File: src/rtl/mem_port_arbiter.sv
// Arbitrates the instruction-fetch and load/store ports onto one single-port
// synchronous memory: data priority with a fetch starvation guard, one access in flight.
module mem_port_arbiter #(
    parameter int unsigned ADDR_WIDTH      = 12,
    parameter int unsigned MEM_LATENCY     = 1,
    parameter int unsigned MAX_DATA_STREAK = 4
) (
    input  logic                  clk,
    input  logic                  rst,
    input  logic                  if_req_valid,
    input  logic [ADDR_WIDTH-1:0] if_req_addr,
    output logic                  if_req_ready,
    output logic                  if_rsp_valid,
    output logic [31:0]           if_rsp_data,
    input  logic                  d_req_valid,
    input  logic                  d_req_we,
    input  logic [ADDR_WIDTH-1:0] d_req_addr,
    input  logic [31:0]           d_req_wdata,
    output logic                  d_req_ready,
    output logic                  d_rsp_valid,
    output logic [31:0]           d_rsp_data,
    output logic                  mem_en,
    output logic                  mem_we,
    output logic [ADDR_WIDTH-1:0] mem_addr,
    output logic [31:0]           mem_wdata,
    input  logic [31:0]           mem_rdata,
    output logic                  busy
);

    localparam int unsigned CNT_W = 4;
    localparam logic [CNT_W-1:0] LAT_INIT   = CNT_W'(MEM_LATENCY);
    localparam logic [CNT_W-1:0] STREAK_MAX = CNT_W'(MAX_DATA_STREAK);

    typedef enum logic {
        IDLE = 1'b0,
        WAIT = 1'b1
    } state_t;

    state_t           state, state_nxt;
    logic [CNT_W-1:0] lat_cnt, lat_cnt_nxt;
    logic [CNT_W-1:0] streak, streak_nxt;
    logic             win_data, win_data_nxt;
    logic             win_we, win_we_nxt;

    // State and transaction-context registers
    always_ff @(posedge clk) begin
        if (rst) begin
            state    <= IDLE;
            lat_cnt  <= '0;
            streak   <= '0;
            win_data <= 1'b0;
            win_we   <= 1'b0;
        end else begin
            state    <= state_nxt;
            lat_cnt  <= lat_cnt_nxt;
            streak   <= streak_nxt;
            win_data <= win_data_nxt;
            win_we   <= win_we_nxt;
        end
    end

    // Arbitration, memory strobe and response steering
    always_comb begin
        state_nxt    = state;
        lat_cnt_nxt  = lat_cnt;
        streak_nxt   = streak;
        win_data_nxt = win_data;
        win_we_nxt   = win_we;
        if_req_ready = 1'b0;
        d_req_ready  = 1'b0;
        if_rsp_valid = 1'b0;
        if_rsp_data  = '0;
        d_rsp_valid  = 1'b0;
        d_rsp_data   = '0;
        mem_en       = 1'b0;
        mem_we       = 1'b0;
        mem_addr     = '0;
        mem_wdata    = '0;

        case (state)
            IDLE: begin
                // Data wins unless a waiting fetch has already been passed over too often
                if (!rst && d_req_valid && !(if_req_valid && streak == STREAK_MAX)) begin
                    d_req_ready  = 1'b1;
                    mem_en       = 1'b1;
                    mem_we       = d_req_we;
                    mem_addr     = d_req_addr;
                    mem_wdata    = d_req_we ? d_req_wdata : 32'h0;
                    state_nxt    = WAIT;
                    lat_cnt_nxt  = LAT_INIT;
                    win_data_nxt = 1'b1;
                    win_we_nxt   = d_req_we;
                    if (!if_req_valid) begin
                        streak_nxt = '0;
                    end else if (streak != STREAK_MAX) begin
                        streak_nxt = streak + CNT_W'(1);
                    end
                end else if (!rst && if_req_valid) begin
                    if_req_ready = 1'b1;
                    mem_en       = 1'b1;
                    mem_addr     = if_req_addr;
                    state_nxt    = WAIT;
                    lat_cnt_nxt  = LAT_INIT;
                    win_data_nxt = 1'b0;
                    win_we_nxt   = 1'b0;
                    streak_nxt   = '0;
                end
            end
            WAIT: begin
                lat_cnt_nxt = lat_cnt - CNT_W'(1);
                if (lat_cnt == CNT_W'(1)) begin
                    state_nxt = IDLE;
                    if (!rst) begin
                        if (win_data) begin
                            d_rsp_valid = 1'b1;
                            d_rsp_data  = win_we ? 32'h0 : mem_rdata;
                        end else begin
                            if_rsp_valid = 1'b1;
                            if_rsp_data  = mem_rdata;
                        end
                    end
                end
            end
            default: state_nxt = IDLE;
        endcase
    end

    assign busy = (state == WAIT);

endmodule

File: config.mk
export PLATFORM = sky130hd
export DESIGN_NAME = mem_port_arbiter
export DESIGN_NICKNAME = d
export VERILOG_FILES = /design/src/rtl/mem_port_arbiter.sv
export SDC_FILE = /design/constraint.sdc
export NUM_CORES = 1
export LEC_CHECK = 0
export ABC_AREA = 1
export BUFFER_PORTS_ARGS = -buffer_cell sky130_fd_sc_hd__buf_4
export CORE_AREA = 2 2 80 82
export CTS_BUF_LIST = sky130_fd_sc_hd__clkbuf_4 sky130_fd_sc_hd__clkbuf_8
export DETAILED_ROUTE_END_ITERATION = 7
export DIE_AREA = 0 0 82 84
export HOLD_SLACK_MARGIN = 0.02
export PLACE_DENSITY = 0.69
export SKIP_LAST_GASP = 1
export SLEW_MARGIN = 30
export SYNTH_ARGS = -nofsm -noshare
export SYNTH_HDL_FRONTEND = slang
export SYNTH_SLANG_ARGS = --single-unit
File: constraint.sdc
create_clock -name clk -period 2 [get_ports clk]
set_input_delay 0.1 -clock clk [delete_from_list [all_inputs] [get_ports clk]]
set_output_delay 0.1 -clock clk [all_outputs]
set_load 0.005 [all_outputs]
==> impl_metrics.ini, run 1 <==
[critical_path]
cp.required_ns = 1.90
r2r_start = streak[0]
reg2reg_to = streak[2]
path_delay_family = simple AND/OR/NAND/NOR gates
r2r_slack_ns = 0.49
cp-end-kind = primary output
worstRegToRegCells = 10
cp-start-kind = register
path_class = register to primary output
arrival_ns = 1.80
cp_slowest_stage_delay_ns = 0.36
path_max_fanout = 17
cp_cell_sequence = inv_1, ha_1, nand2_1, inv_1, nand2_1, nand2_2, nor2_4, buf_12, nand2_8, nor2_1, buf_4
worstPathBufferInverterCount = 4
crit_slowest_cell = dfxtp_2

[clock_network]
numCtsBuffers = 3
path_clk_slew_ns = 0.05
cts_tree = built
cts_max_level = 1
clkSinkCount = 11
ctsHoldBuffers = 0
worstSkewPairLatency_ns = 0.24
clock_path_buffers = 2
root_buffer = clkbuf_8

[grt]
antenna_found_initial = 0
overflow = 0
grt_start_max_net_pins = 35
grt_pass1_vias = 2089
grt_pass1_wl_um = 9980
grtUsageTotal = 0.179

[final_layout]
antenna_cells = 0
final_area_um2 = 3250
syn_to_final_growth_pct = 105
drive_gt1_frac = 0.502
nets = 606

[placement]
dp_hpwl_um = 5640
port-buffer-count = 207
gp_congestion = 0.824
dpl_cell_area_um2 = 3150

[drt]
ant_nets = 0
first_iter_violations = 66
finalWirelength_um = 6870
avgRoutedWirePerCell_um = 11.7
dr.pass1.iters = 4
viasPerCell = 4.06
drc = 0
vias = 2373

[floorplanning]
core.rowCount = 29
dieArea_um2 = 6890
start_util = 0.259
io_pins = 208
die_w_um = 82
die_h_um = 84
core_area_um2 = 6100

[hold_path]
whs_path_depth = 2
hp-class = input pin to register
whs_endpoint = streak[1]
min_from = rst

[sta]
min_period_ns = 1.90
worst_clock_skew_ns = 0.00376
max_freq_mhz = 527
setup_viol = 0
period_share = 0.949
tightestPinTransition_ns = 0.392
final_max_slew_viol_count = 0
relSlewSlack = 0.739
rsz0062_at_grt = true
whs_ns = 0.124
hold_viol_final = 0

[synth]
synth.largest_area_cell = nor2_1
syn_avg_cell_area_um2 = 5.20
yosysSeqAreaShare = 0.139
synthTopCellsByArea = nor2_1 (20%), inv_1 (19%), dfxtp_1 (14%)
synth_top_area_frac = 0.204
synth_seq_cells = 11
yosysUniqueCellTypes = 24
async_flop_share = 0
ys_warn_count = 0
synth-edff-count = 0
netlist_instances = 304
yosysMostFrequentCell = nor2_1
synth_flop_cell = dfxtp_1
synthTopCellsByCount = nor2_1 (86), inv_1 (79), nand2_1 (50)
syn_nets = 401
netlist_area_um2 = 1580

[pwr]
power_leakage_nw = 2.07
p_total_mw = 0.904
power_density_nw_per_um2 = 279
irDropWorstVdd_v = 0.000323

[job]
drv_cap = 0

[run_status]
run_status = completed
==> metrics by stage <==
stage                     setup slack (ns)  utilization  cells  TNS [ns]
final                                0.102        0.533    585         0
after global routing               -0.0317        0.533    585    -0.162
after CTS                           0.0438        0.524    583         0
after detailed placement             0.290        0.516    579         0
after global placement               0.386        0.516    579         0
after floorplan                      0.558            -    304         0
==> worst max path at each step <==
stage / start / to / slack, ns / cells after the start
floorplan: streak[0] / mem_addr[10] / 0.56 / 10
global placement: streak[0] / mem_wdata[2] / 0.39 / 10
detailed placement: streak[0] / mem_wdata[2] / 0.29 / 10
CTS: streak[0] / mem_wdata[2] / 0.04 / 10
global route: streak[0] / mem_wdata[2] / -0.03 / 11
finish: streak[0] / mem_wdata[2] / 0.10 / 11
==> layer usage <==
metal,share of wire,track usage
met5,0,0
met1,0.40,0.209
met2,0.50,0.324
met3,0.088,0.0379
met4,0.014,0.0409
==> cells in the final DEF (no fill, tap or decap) <==
master and n:
dfxtp_1 9, inv_2 2, o21ai_0 5, dfxtp_2 2
buf_12 1, o211ai_1 1, nor2_4 3, a21oi_1 7
nand2_1 50, xnor2_1 1, ha_1 4, nand2_4 1
o21ai_2 1, nor3b_4 1, inv_1 79, clkbuf_8 3
nand2_8 1, nand2_2 3, clkbuf_4 1, buf_6 1
buf_4 210, nand4_1 2, or2_2 1, nor2_2 24
nand3_1 9, nor3_1 1, nor2_1 84, a211oi_1 1
==> area by class of cell <==
type	count	area, um2
fillers	633	2850
repair buffers	212	1610
multi-input cells	200	967
inverters	81	304
flip-flops and latches	11	223
well taps	77	96.3
clock buffers	4	48.8
==> worst register-to-register path, cell delays in order, from the launching register on <==
cell,delay [ns]
dfxtp_2,0.36
inv_1,0.07
ha_1,0.21
nand2_1,0.07
inv_1,0.03
nand2_1,0.06
nand2_2,0.09
nor2_4,0.20
buf_6,0.18
nand2_1,0.06
a21oi_1,0.12
==> state kept, by name, summed over array words and instances (netlist names) <==
signal and cells:
lat_cnt 4, streak 4, win_data 1, win_we 1, busy 1
==> what timing repair did <==
action | 4_1_cts | 5_1_grt
endpoints found under the setup margin | 0 | 33
buffers inserted | 0 | 1
resized for setup | 0 | 6
==> cell families after synthesis <==
group	share of synthesized area
flip-flops	0.139
AND/OR/NAND/NOR	0.506
adder cells (fa/ha/maj)	0.0317
buffers and inverters	0.264
AO/OA/AOI/OAI	0.0530
XOR/XNOR	0.00554
==> power breakdown <==
part           internal [mW]  total (mW)  leakage (nW)  switching, mW
Combinational          0.235       0.425          1.95          0.189
Clock                  0.154       0.238        0.0262         0.0844
Sequential             0.233       0.242        0.0910        0.00892
Note: power is estimated with default switching activity, not from simulation.
==> inputs of run 2 (changes only) <==
--- a/config.mk
+++ b/config.mk
@@ -8,11 +8,11 @@
 export ABC_AREA = 1
 export BUFFER_PORTS_ARGS = -buffer_cell sky130_fd_sc_hd__buf_4
 export CORE_AREA = 2 2 80 82
-export CTS_BUF_LIST = sky130_fd_sc_hd__clkbuf_4 sky130_fd_sc_hd__clkbuf_8
+export CTS_BUF_LIST = sky130_fd_sc_hd__clkbuf_4 sky130_fd_sc_hd__clkbuf_8 sky130_fd_sc_hd__clkbuf_16
 export DETAILED_ROUTE_END_ITERATION = 7
 export DIE_AREA = 0 0 82 84
 export HOLD_SLACK_MARGIN = 0.02
-export PLACE_DENSITY = 0.69
+export PLACE_DENSITY = 0.68
 export SKIP_LAST_GASP = 1
 export SLEW_MARGIN = 30
 export SYNTH_ARGS = -nofsm -noshare
==> impl_metrics.ini, run 2 (same netlist as run 1, synthesis figures left out) <==
[run_status]
run_status = completed

[final_layout]
fillers = 647
drive_gt1_frac = 0.498
layout_common_cells = buf_4 (209), nor2_1 (86), inv_1 (79)
multi_input_area_um2 = 976
ff_latch_area_um2 = 221
utilization = 0.536
nets = 606
syn_to_final_growth_pct = 107
final_area_um2 = 3270
layout.cells.most_common = buf_4
antenna_cells = 0
top_regs = lat_cnt: 4 flops, streak: 4 flops

[grt]
overflow = 0
gr-usage-met3 = 0.0422
grt_util_met1 = 0.209
grt_pass1_vias = 2131
grt_pass1_wl_um = 10000
grt.busiest_layer = met2
antenna_found_initial = 0
grt_start_max_net_pins = 35
grtUsageTotal = 0.181
grt_util_met2 = 0.324

[critical_path]
cp.required_ns = 1.90
crit_slowest_cell = dfxtp_1
path_max_fanout = 17
path_class = register to primary output
cp-start-kind = register
cp_cell_sequence = inv_1, ha_1, nand2_1, inv_1, nand2_1, nand2_2, nor2_4, buf_12, nand2_8, nor2_1, buf_4
arrival_ns = 1.78
cp-end-kind = primary output
cp_slowest_stage_delay_ns = 0.39
worstRegToRegCells = 10

[clock_network]
root_buffer = clkbuf_8
clock_path_buffers = 2
cts_max_level = 1
ctsHoldBuffers = 0
numCtsBuffers = 3
worstSkewPairLatency_ns = 0.24
clkSinkCount = 11
cts_tree = built
path_clk_slew_ns = 0.05

[placement]
port-buffer-count = 207
dpl_cell_area_um2 = 3160
dp_hpwl_um = 5690
gp_congestion = 0.800

[floorplanning]
core.rowCount = 29
dieArea_um2 = 6890
core_area_um2 = 6100
io_pins = 208
die_w_um = 82
die_h_um = 84
start_util = 0.259

[sta]
tightestPinTransition_ns = 0.384
final_max_slew_viol_count = 0
setup_viol = 0
hold_viol_final = 0
relSlewSlack = 0.744
worst_clock_skew_ns = 0.000998
min_period_ns = 1.88
period_share = 0.938
max_freq_mhz = 533

[hold_path]
whs_path_depth = 2
hp-class = input pin to register

[drt]
ant_nets = 0
viasPerCell = 4.08
vias = 2387
first_iter_violations = 66
dr.pass1.iters = 4
drc = 0
avgRoutedWirePerCell_um = 11.8
finalWirelength_um = 6880

[pwr]
power_leakage_nw = 2.07
irDropWorstVdd_v = 0.000208
power_density_nw_per_um2 = 281

[job]
drv_cap = 0
run 2: final timing paths:
path	slack [ns]	to	startpoint
worst min register to register	0.50	win_we	win_we
worst max register to register	0.50	win_we	streak[1]
worst min-delay path	0.13	streak[1]	rst
worst max-delay path	0.12	mem_wdata[25]	streak[1]
run 2: through the flow:
| stage | setup TNS [ns] | total power, mW | instances | hold slack, ns | setup slack, ns |
|---|---|---|---|---|---|
| floorplan | 0 | 0.418 | 304 | 0.271 | 0.558 |
| global placement | 0 | 0.656 | 579 | 0.383 | 0.388 |
| detailed placement | 0 | 0.661 | 579 | 0.392 | 0.324 |
| CTS | 0 | 0.909 | 583 | 0.135 | 0.0603 |
| global route | -0.00381 | 0.983 | 585 | 0.136 | -0.00244 |
| finish | 0 | 0.918 | 585 | 0.131 | 0.124 |
run 2: repair_timing:
| action | in CTS | in global routing |
|---|---|---|
| gates resized for setup | 0 | 5 |
| setup endpoints to repair | 0 | 35 |
| setup buffers | 0 | 1 |
run 2: final cells by class:
cell class	instances	area share
repair buffers	212	0.496
multi-input cells	200	0.299
inverters	81	0.0931
flip-flops and latches	11	0.0678
well taps	77	0.0295
clock buffers	4	0.0149
run 2: metal layers:
layer  wire [um]  up-vias
li1            -     1265
met1        2590     1025
met2        3590       83
met3         590       14
met4         114        0
met5           0        -
run 2: power breakdown:
group	switching (mW)	leakage (nW)	total [mW]	internal, mW
combinational	0.191	1.96	0.429	0.238
sequential	0.00935	0.0905	0.242	0.233
clock	0.0928	0.0262	0.247	0.154
run 2: critical path, delay by kind of cell, from the launching register on:
family / cells / cell delay, ns
simple gates: 6 / 0.60
flops: 1 / 0.39
buf+inv: 4 / 0.36
fa+ha+maj: 1 / 0.19
